==> config.mk <==
export PLATFORM = sky130hd
export DESIGN_NAME = my_ifft_x4
export DESIGN_NICKNAME = d
export VERILOG_FILES = /design/src/rtl/my_ifft_x4.sv
export SDC_FILE = /design/constraint.sdc
export NUM_CORES = 1
export LEC_CHECK = 0
export CORE_AREA = 10 10 227 250
export CTS_CLUSTER_DIAMETER = 50
export CTS_CLUSTER_SIZE = 20
export DETAILED_ROUTE_END_ITERATION = 6
export DIE_AREA = 0 0 237 260
export GPL_TIMING_DRIVEN = 1
export HOLD_SLACK_MARGIN = 0.15
export PLACE_DENSITY_LB_ADDON = 0.12
export SETUP_SLACK_MARGIN = 0.1
export SLEW_MARGIN = 40
export SYNTH_ARGS = -nofsm -noshare
export SYNTH_HDL_FRONTEND = slang
export SYNTH_SLANG_ARGS = --single-unit
==> constraint.sdc <==
create_clock -name clk -period 3.9 [get_ports clk]
set_input_delay 0.39 -clock clk [delete_from_list [all_inputs] [get_ports clk]]
set_output_delay 0.39 -clock clk [all_outputs]
set_load 0.005 [all_outputs]
==> src/rtl/my_ifft_x4.sv <==
// 4-point radix-2 inverse FFT: registered input block, two butterfly stages,
// optional divide-by-4, one-cycle completion pulse.
module my_ifft_x4 #(
  parameter int unsigned DATA_SIZE = 16,
  parameter int unsigned SCALE     = 0
) (
  input  logic                      clk,
  input  logic                      reset_n,
  input  logic                      valid,
  input  logic [3:0][DATA_SIZE-1:0] data_in_i,
  input  logic [3:0][DATA_SIZE-1:0] data_in_q,
  output logic                      busy,
  output logic [3:0][DATA_SIZE-1:0] data_out_i,
  output logic [3:0][DATA_SIZE-1:0] data_out_q,
  output logic                      complete,
  output logic [2:0]                stateIFFT
);

  localparam int unsigned W = DATA_SIZE + 2;

  typedef enum logic [2:0] {
    IDLE   = 3'b000,
    STAGE1 = 3'b001,
    STAGE2 = 3'b010,
    DONE   = 3'b111
  } state_t;

  state_t r_state;
  state_t w_next;
  logic   r_busy;
  logic   r_complete;
  logic   w_load;
  logic   w_st1;
  logic   w_st2;

  logic [3:0][DATA_SIZE-1:0] r_in_i;
  logic [3:0][DATA_SIZE-1:0] r_in_q;
  logic [3:0][W-1:0]         r_a_i;
  logic [3:0][W-1:0]         r_a_q;
  logic [3:0][DATA_SIZE-1:0] r_out_i;
  logic [3:0][DATA_SIZE-1:0] r_out_q;
  logic [3:0][W-1:0]         w_a_i;
  logic [3:0][W-1:0]         w_a_q;
  logic [3:0][W-1:0]         w_x_i;
  logic [3:0][W-1:0]         w_x_q;
  logic [3:0][DATA_SIZE-1:0] w_y_i;
  logic [3:0][DATA_SIZE-1:0] w_y_q;

  function automatic logic [W-1:0] sx(input logic [DATA_SIZE-1:0] v);
    return {{2{v[DATA_SIZE-1]}}, v};
  endfunction

  // Wrap to DATA_SIZE bits, or arithmetic shift right by 2 when scaling.
  function automatic logic [DATA_SIZE-1:0] trim(input logic [W-1:0] v);
    if (SCALE != 0) return v[W-1:2];
    else            return v[DATA_SIZE-1:0];
  endfunction

  // State register; busy/complete registered alongside the state they decode.
  always_ff @(posedge clk or negedge reset_n) begin : p_state
    if (!reset_n) begin
      r_state    <= IDLE;
      r_busy     <= 1'b0;
      r_complete <= 1'b0;
    end else begin
      r_state    <= w_next;
      r_busy     <= (w_next != IDLE);
      r_complete <= (w_next == DONE);
    end
  end

  always_comb begin : p_next
    w_next = r_state;
    case (r_state)
      IDLE:    if (valid) w_next = STAGE1;
      STAGE1:  w_next = STAGE2;
      STAGE2:  w_next = DONE;
      DONE:    w_next = IDLE;
      default: w_next = IDLE;
    endcase
  end

  always_comb begin : p_ctrl
    w_load = 1'b0;
    w_st1  = 1'b0;
    w_st2  = 1'b0;
    case (r_state)
      IDLE:    w_load = valid;
      STAGE1:  w_st1  = 1'b1;
      STAGE2:  w_st2  = 1'b1;
      default: ;
    endcase
  end

  // Stage 1 butterflies, then stage 2 with twiddle +j on the odd branch.
  always_comb begin : p_datapath
    w_a_i[0] = sx(r_in_i[0]) + sx(r_in_i[2]);
    w_a_i[1] = sx(r_in_i[0]) - sx(r_in_i[2]);
    w_a_i[2] = sx(r_in_i[1]) + sx(r_in_i[3]);
    w_a_i[3] = sx(r_in_i[1]) - sx(r_in_i[3]);
    w_a_q[0] = sx(r_in_q[0]) + sx(r_in_q[2]);
    w_a_q[1] = sx(r_in_q[0]) - sx(r_in_q[2]);
    w_a_q[2] = sx(r_in_q[1]) + sx(r_in_q[3]);
    w_a_q[3] = sx(r_in_q[1]) - sx(r_in_q[3]);

    w_x_i[0] = r_a_i[0] + r_a_i[2];
    w_x_q[0] = r_a_q[0] + r_a_q[2];
    w_x_i[2] = r_a_i[0] - r_a_i[2];
    w_x_q[2] = r_a_q[0] - r_a_q[2];
    w_x_i[1] = r_a_i[1] - r_a_q[3];
    w_x_q[1] = r_a_q[1] + r_a_i[3];
    w_x_i[3] = r_a_i[1] + r_a_q[3];
    w_x_q[3] = r_a_q[1] - r_a_i[3];

    for (int k = 0; k < 4; k++) begin
      w_y_i[k] = trim(w_x_i[k]);
      w_y_q[k] = trim(w_x_q[k]);
    end
  end

  always_ff @(posedge clk or negedge reset_n) begin : p_data
    if (!reset_n) begin
      r_in_i  <= '0;
      r_in_q  <= '0;
      r_a_i   <= '0;
      r_a_q   <= '0;
      r_out_i <= '0;
      r_out_q <= '0;
    end else begin
      if (w_load) begin
        r_in_i <= data_in_i;
        r_in_q <= data_in_q;
      end
      if (w_st1) begin
        r_a_i <= w_a_i;
        r_a_q <= w_a_q;
      end
      if (w_st2) begin
        r_out_i <= w_y_i;
        r_out_q <= w_y_q;
      end
    end
  end

  assign busy       = r_busy;
  assign complete   = r_complete;
  assign data_out_i = r_out_i;
  assign data_out_q = r_out_q;
  assign stateIFFT  = r_state;

endmodule

==> results of run 1 <==
sequential cells by signal (all words and copies together), names as in the netlist:
name	count
busy	1
complete	1
data_out_i	62
data_out_q	62
r_a_i	62
r_a_q	62
r_in_i	64
r_in_q	64
stateIFFT	3
layout make-up:
cell class                 count  area (sq um)  share of cell area
multi-input combinational   2121         14500               0.477
sequential                   381          9530               0.315
timing repair buffer         287          2960              0.0977
clock buffer                  56          1310              0.0431
inverter                     233           875              0.0289
tap                          667           835              0.0275
clock inverter                33           335              0.0111
worst max-delay path, stage by stage, from the launching register on:
cell and delay (ps):
dfrtp_1 460, ha_1 270, fa_1 390, nor2b_1 160, o221ai_1 240, a21oi_1 170
a221o_1 430, a221oi_2 310, xnor2_1 160, o21ai_1 70
layer usage:
layer / up-vias / global-route usage / routed length [um]
met4: 0 / 0.0503 / 1360
met3: 84 / 0.0430 / 4720
li1: 10300 / - / -
met1: 10400 / 0.378 / 39400
met5: - / 0 / 0
met2: 660 / 0.358 / 32900
cell families after synthesis:
family                     count (synthesis)
and+or+nand+nor                          765
muxes                                     80
xor gates and xnor gates                 196
adders and majority gates                256
AOI/OAI and AO/OA                        824
buffers and inverters                    388
DFF                                      381
final timing paths:
kind / start / to / cells past startpoint
worst min register to register: data_out_i[38]$_DFFE_PN0N_ / data_out_i[38]$_DFFE_PN0N_ / 2
min in group clk: data_in_q[50] / r_in_q[50]$_DFFE_PN0P_ / 3
worst max register to register: r_a_i[36]$_DFFE_PN0P_ / data_out_q[30]$_DFFE_PN0N_ / 9
worst min-delay path: reset_n / r_in_i[12]$_DFFE_PN0P_ / 2
worst max-delay path: r_a_i[36]$_DFFE_PN0P_ / data_out_q[30]$_DFFE_PN0N_ / 9
max in group asynchronous: reset_n / data_out_q[44]$_DFFE_PN0N_ / 4
cell usage in the layout (no fill, tap or decap), drive strengths merged, types with 11 or more instances in the layout:
| cell | n |
|---|---|
| nor3 | 55 |
| a21o | 44 |
| xor2 | 46 |
| nand2 | 354 |
| clkinv | 16 |
| buf | 24 |
| nor4 | 15 |
| dfrtp | 381 |
| o31ai | 25 |
| nor2b | 34 |
| nand2b | 50 |
| o211ai | 12 |
| clkbuf | 56 |
| mux2i | 11 |
| clkdlybuf4s50 | 262 |
| inv | 239 |
| mux2 | 69 |
| o21bai | 35 |
| nor2 | 163 |
| a211oi | 23 |
| fa | 16 |
| o311ai | 11 |
| a31oi | 36 |
| or3 | 12 |
| ha | 240 |
| and3 | 12 |
| a21oi | 161 |
| xnor2 | 150 |
| o31a | 11 |
| o21ai | 354 |
| o21a | 24 |
| nand3 | 33 |
per-stage QoR:
step,std cells,util,cell area [sq um],setup slack [ps]
2_1_floorplan,2890,-,25500,1360
5_1_grt,3778,0.591,30300,931
4_1_cts,3776,0.590,30300,1130
3_5_place_dp,3686,0.558,28600,1150
6_report,3778,0.591,30300,1110
3_3_place_gp,3686,0.558,28600,1170
==> metrics.txt, run 1 <==
clock slew at reported path FFs=60 ps; Worst slew margin=0.475; chip height=260 um; Yosys reg bits=381; Worst Hold Margin=268 ps; period utilisation layout=0.715; DR pass1 iterations=6; largest family of logic cells by synthesized area=compound AO/OA/AOI/OAI gates; post-DR vias/cell=5.68; port buffer count=263; Detail Route Antenna Nets=0; die width=237 um; CP Launch Type=flop; post-synthesis adder-cell area fraction=0.130; vias in the first global route=20600; CTS resizes=0; maximum clock rate=0.359 GHz; Synth Flop Type=dfrtp_1; Filler Cell Count=4581; largest net degree at the start of global routing=194; Post-Synthesis Cell Area=0.0255 sq mm; Synthesized Nets=3277; sequential area share after synthesis=0.374; clk root buf=clkbuf_16; Worst Max-Slew Pin Slew=786 ps; gr ovfl total=0; Initial Util=0.497; mux cell area share after synthesis=0.0348; CTS tree=yes; outcome=completed; synth unique cells=91; global-route wire length before repair=122 mm; # Post-CTS Setup Buffers=0; Net count, final=3460; Total GRT Usage=0.248; maximum buffer depth of the clock tree=3; dominant cell by count in the synthesized netlist=dfrtp_1; initial antenna violation count=2; drt total wl=78.4 mm; synth warn=0; Setup-failing EPs final=0; H-tree Lvls=2; Num CTS Buffers=49; DR vias=21500; Max Slew Vio Count=0; unrepaired setup endpoints after global routing=no; core area=0.0513 sq mm; hold-fix buffers at CTS=1; TNS Setup=0 ps; area grow syn2layout=18.9%; share of cells above drive strength 1=0.0691; Post-synth ARST share=1.00; crit path max fanout=5; max-cap viol count=0; WL/cell=20.7 um; Final Hold Viols=0; CP arrival=3260 ps; min Tclk post-route=2790 ps; crit end category=flop; crit path kind=reg2reg; IO Pins=264; CP required=4380 ps; Clock Skew=28.6 ps; Commonest cells post-synth=dfrtp_1, nand2_1, o21ai_0; dominant cells by area after synthesis=dfrtp_1, ha_1, o21ai_0; compound-cell area share of the yosys netlist=0.199; Synth Area in XOR/XNOR=0.0673; Mapped Cells=2890; hpwl dp=62.3 mm; Hold/Removal Path Class=in2async; gpl congestion=0.947; simple-gate portion of the synthesized area=0.135; Worst-Skew Late Latency=600 ps; DRT iter0 DRCs=1924; r2r setup slk=1110 ps; die area=0.0616 sq mm; syn avg cell area=8.82 sq um; diode count=0; total clock sinks=381; num rows=87; drc violations=0; area leader, netlist=dfrtp_1; EDFF count, synth=0; post-synth top area share=0.374
Power of run 1 is not shown: default switching activity piles up to over one toggle a cycle in this logic, so the estimate is an artifact.
==> run 2: changes to the inputs <==
clock period = 2.8 ns   (was 3.9 ns; I/O delays follow)
==> run 2 against run 1 <==
Net effect: final area increased by 1.9%; largest cell class unchanged; non-clock buffer count increased by 55; count of clock-buffer cells in the layout decreased by 7; die area did not move; routed wire length is 0.99% higher.
==> metrics.txt, run 2 (synthesized netlist as in run 1, its figures left out) <==
outcome=completed; IO Pins=264; num rows=87; drt total wl=79.1 mm; Filler Cell Count=4466; Detail Route Antenna Nets=0; DR vias=21500; period utilisation layout=0.940; crit path max fanout=4; post-DR vias/cell=5.61; CP Cell Sequence=inv_1 > ha_1 > fa_2 > nand2b_4 > a2111oi_4 > a211oi_2 > a21o_1 > o21a_1 > or4_1 > nand3_1; gpl congestion=0.915; CP Launch Type=flop; gr ovfl total=0; hpwl dp=63.9 mm; Worst slew margin=0.488; maximum clock rate=0.380 GHz; drc violations=0; Worst Max-Slew Pin Slew=766 ps; crit end category=flop; clock slew at reported path FFs=70 ps; initial antenna violation count=3; total clock sinks=381; Net count, final=3513; Initial Util=0.497; Max Slew Vio Count=0; WL/cell=20.7 um; CTS tree=yes; DRT iter0 DRCs=1715; core area=0.0513 sq mm; clk root buf=clkbuf_16; crit path kind=reg2reg; Total GRT Usage=0.249; Post-Layout Cell Count=3829; Hold/Removal Path Class=in2reg; Largest delay share family, worst path=compound AO/OA/AOI/OAI gates; Top Registers=r_in_i: 64 flops, r_in_q: 64 flops; most frequent cells in the layout=dfrtp_1, nand2_1, o21ai_0, clkdlybuf4s50_1, ha_1; Clock Skew=22.1 ps; Setup-failing EPs final=0; min Tclk post-route=2630 ps; Core Util, Final=0.602; CP required=3320 ps; CP peak stage delay=410 ps; die width=237 um; Worst-Skew Late Latency=600 ps; Num CTS Buffers=47; DR pass1 iterations=6; area grow syn2layout=21.1%; register area=0.00953 sq mm; largest net degree at the start of global routing=113; CP arrival=3150 ps; global-route wire length before repair=122 mm; share of cells above drive strength 1=0.0921; CP max stage cell=or4_1; port buffer count=263; maximum buffer depth of the clock tree=3; chip height=260 um; vias in the first global route=20700; Buf+Inv Stages, Crit Path=1; max-cap viol count=0; multi-input combinational cell area=0.0146 sq mm; die area=0.0616 sq mm; DP Cell Count=3739; commonest non-fill, non-tap cell in the layout=dfrtp_1; unrepaired setup endpoints after global routing=yes; H-tree Lvls=2; Final Hold Viols=0
==> run 2: cell types whose count changed in the layout (fill, tap and decap cells not counted), moves of 4 or more <==
cell	change
buf_4	+51
buf_12	+6
clkbuf_1	-4
clkinvlp_4	-4
inv_6	+4
==> run 2: what timing repair did <==
action,in CTS,in global routing
endpoints found under the hold margin,73,0
pin swaps,2,5
resized for setup,4,23
setup buffers,1,3
endpoints found under the setup margin,4,22
hold buffers,1,0
==> run 2: metal layers <==
layer  part of all wire  track usage  vias to the layer above
met5                  0            0                        -
met4              0.021       0.0591                        0
met3              0.064       0.0499                       80
met2               0.42        0.359                      623
met1               0.50        0.375                    10400
li1                   -            -                    10400
==> run 2: final cells by class <==
class	count	area share
flip-flops and latches	381	0.309
inverters	233	0.0283
clock buffers	49	0.0393
diodes	2	0.000162
well taps	667	0.0270
repair buffers	342	0.110
clock inverters	34	0.0135
multi-input cells	2121	0.473
==> run 2: worst paths after layout <==
check                                                  end                        from  slack (ps)  cells after the start
worst max-delay path            data_out_q[60]$_DFFE_PN0N_        r_a_q[0]$_DFFE_PN0P_         170                     10
worst min-delay path                r_in_q[53]$_DFFE_PN0P_               data_in_q[53]         250                      3
worst max register to register  data_out_q[60]$_DFFE_PN0N_        r_a_q[0]$_DFFE_PN0P_         170                     10
worst min register to register  data_out_i[38]$_DFFE_PN0N_  data_out_i[38]$_DFFE_PN0N_         480                      2
max in group asynchronous       data_out_q[57]$_DFFE_PN0N_                     reset_n        1660                      3
min in group asynchronous           r_in_i[44]$_DFFE_PN0P_                     reset_n         310                      2
==> run 2: worst register-to-register path: cells and delay by family, from the launching register on <==
family          cells  cell delay [ps]
compound gates      4              870
fa+ha+maj           2              580
buf+inv             1               80
flops               1              400
simple gates        3              650
==> run 2: stage by stage <==
stage / cell area (sq um) / TNS [ps] / setup WS [ps] / hold slack [ps]
2_1_floorplan: 25500 / 0 / 264 / -15.6
3_3_place_gp: 29100 / -111 / -111 / 349
3_5_place_dp: 29100 / -123 / -123 / 353
4_1_cts: 30700 / 0 / 64.2 / 216
5_1_grt: 30900 / 0 / 45.6 / 236
6_report: 30900 / 0 / 167 / 247
Power of run 2 is left out for the same reason.
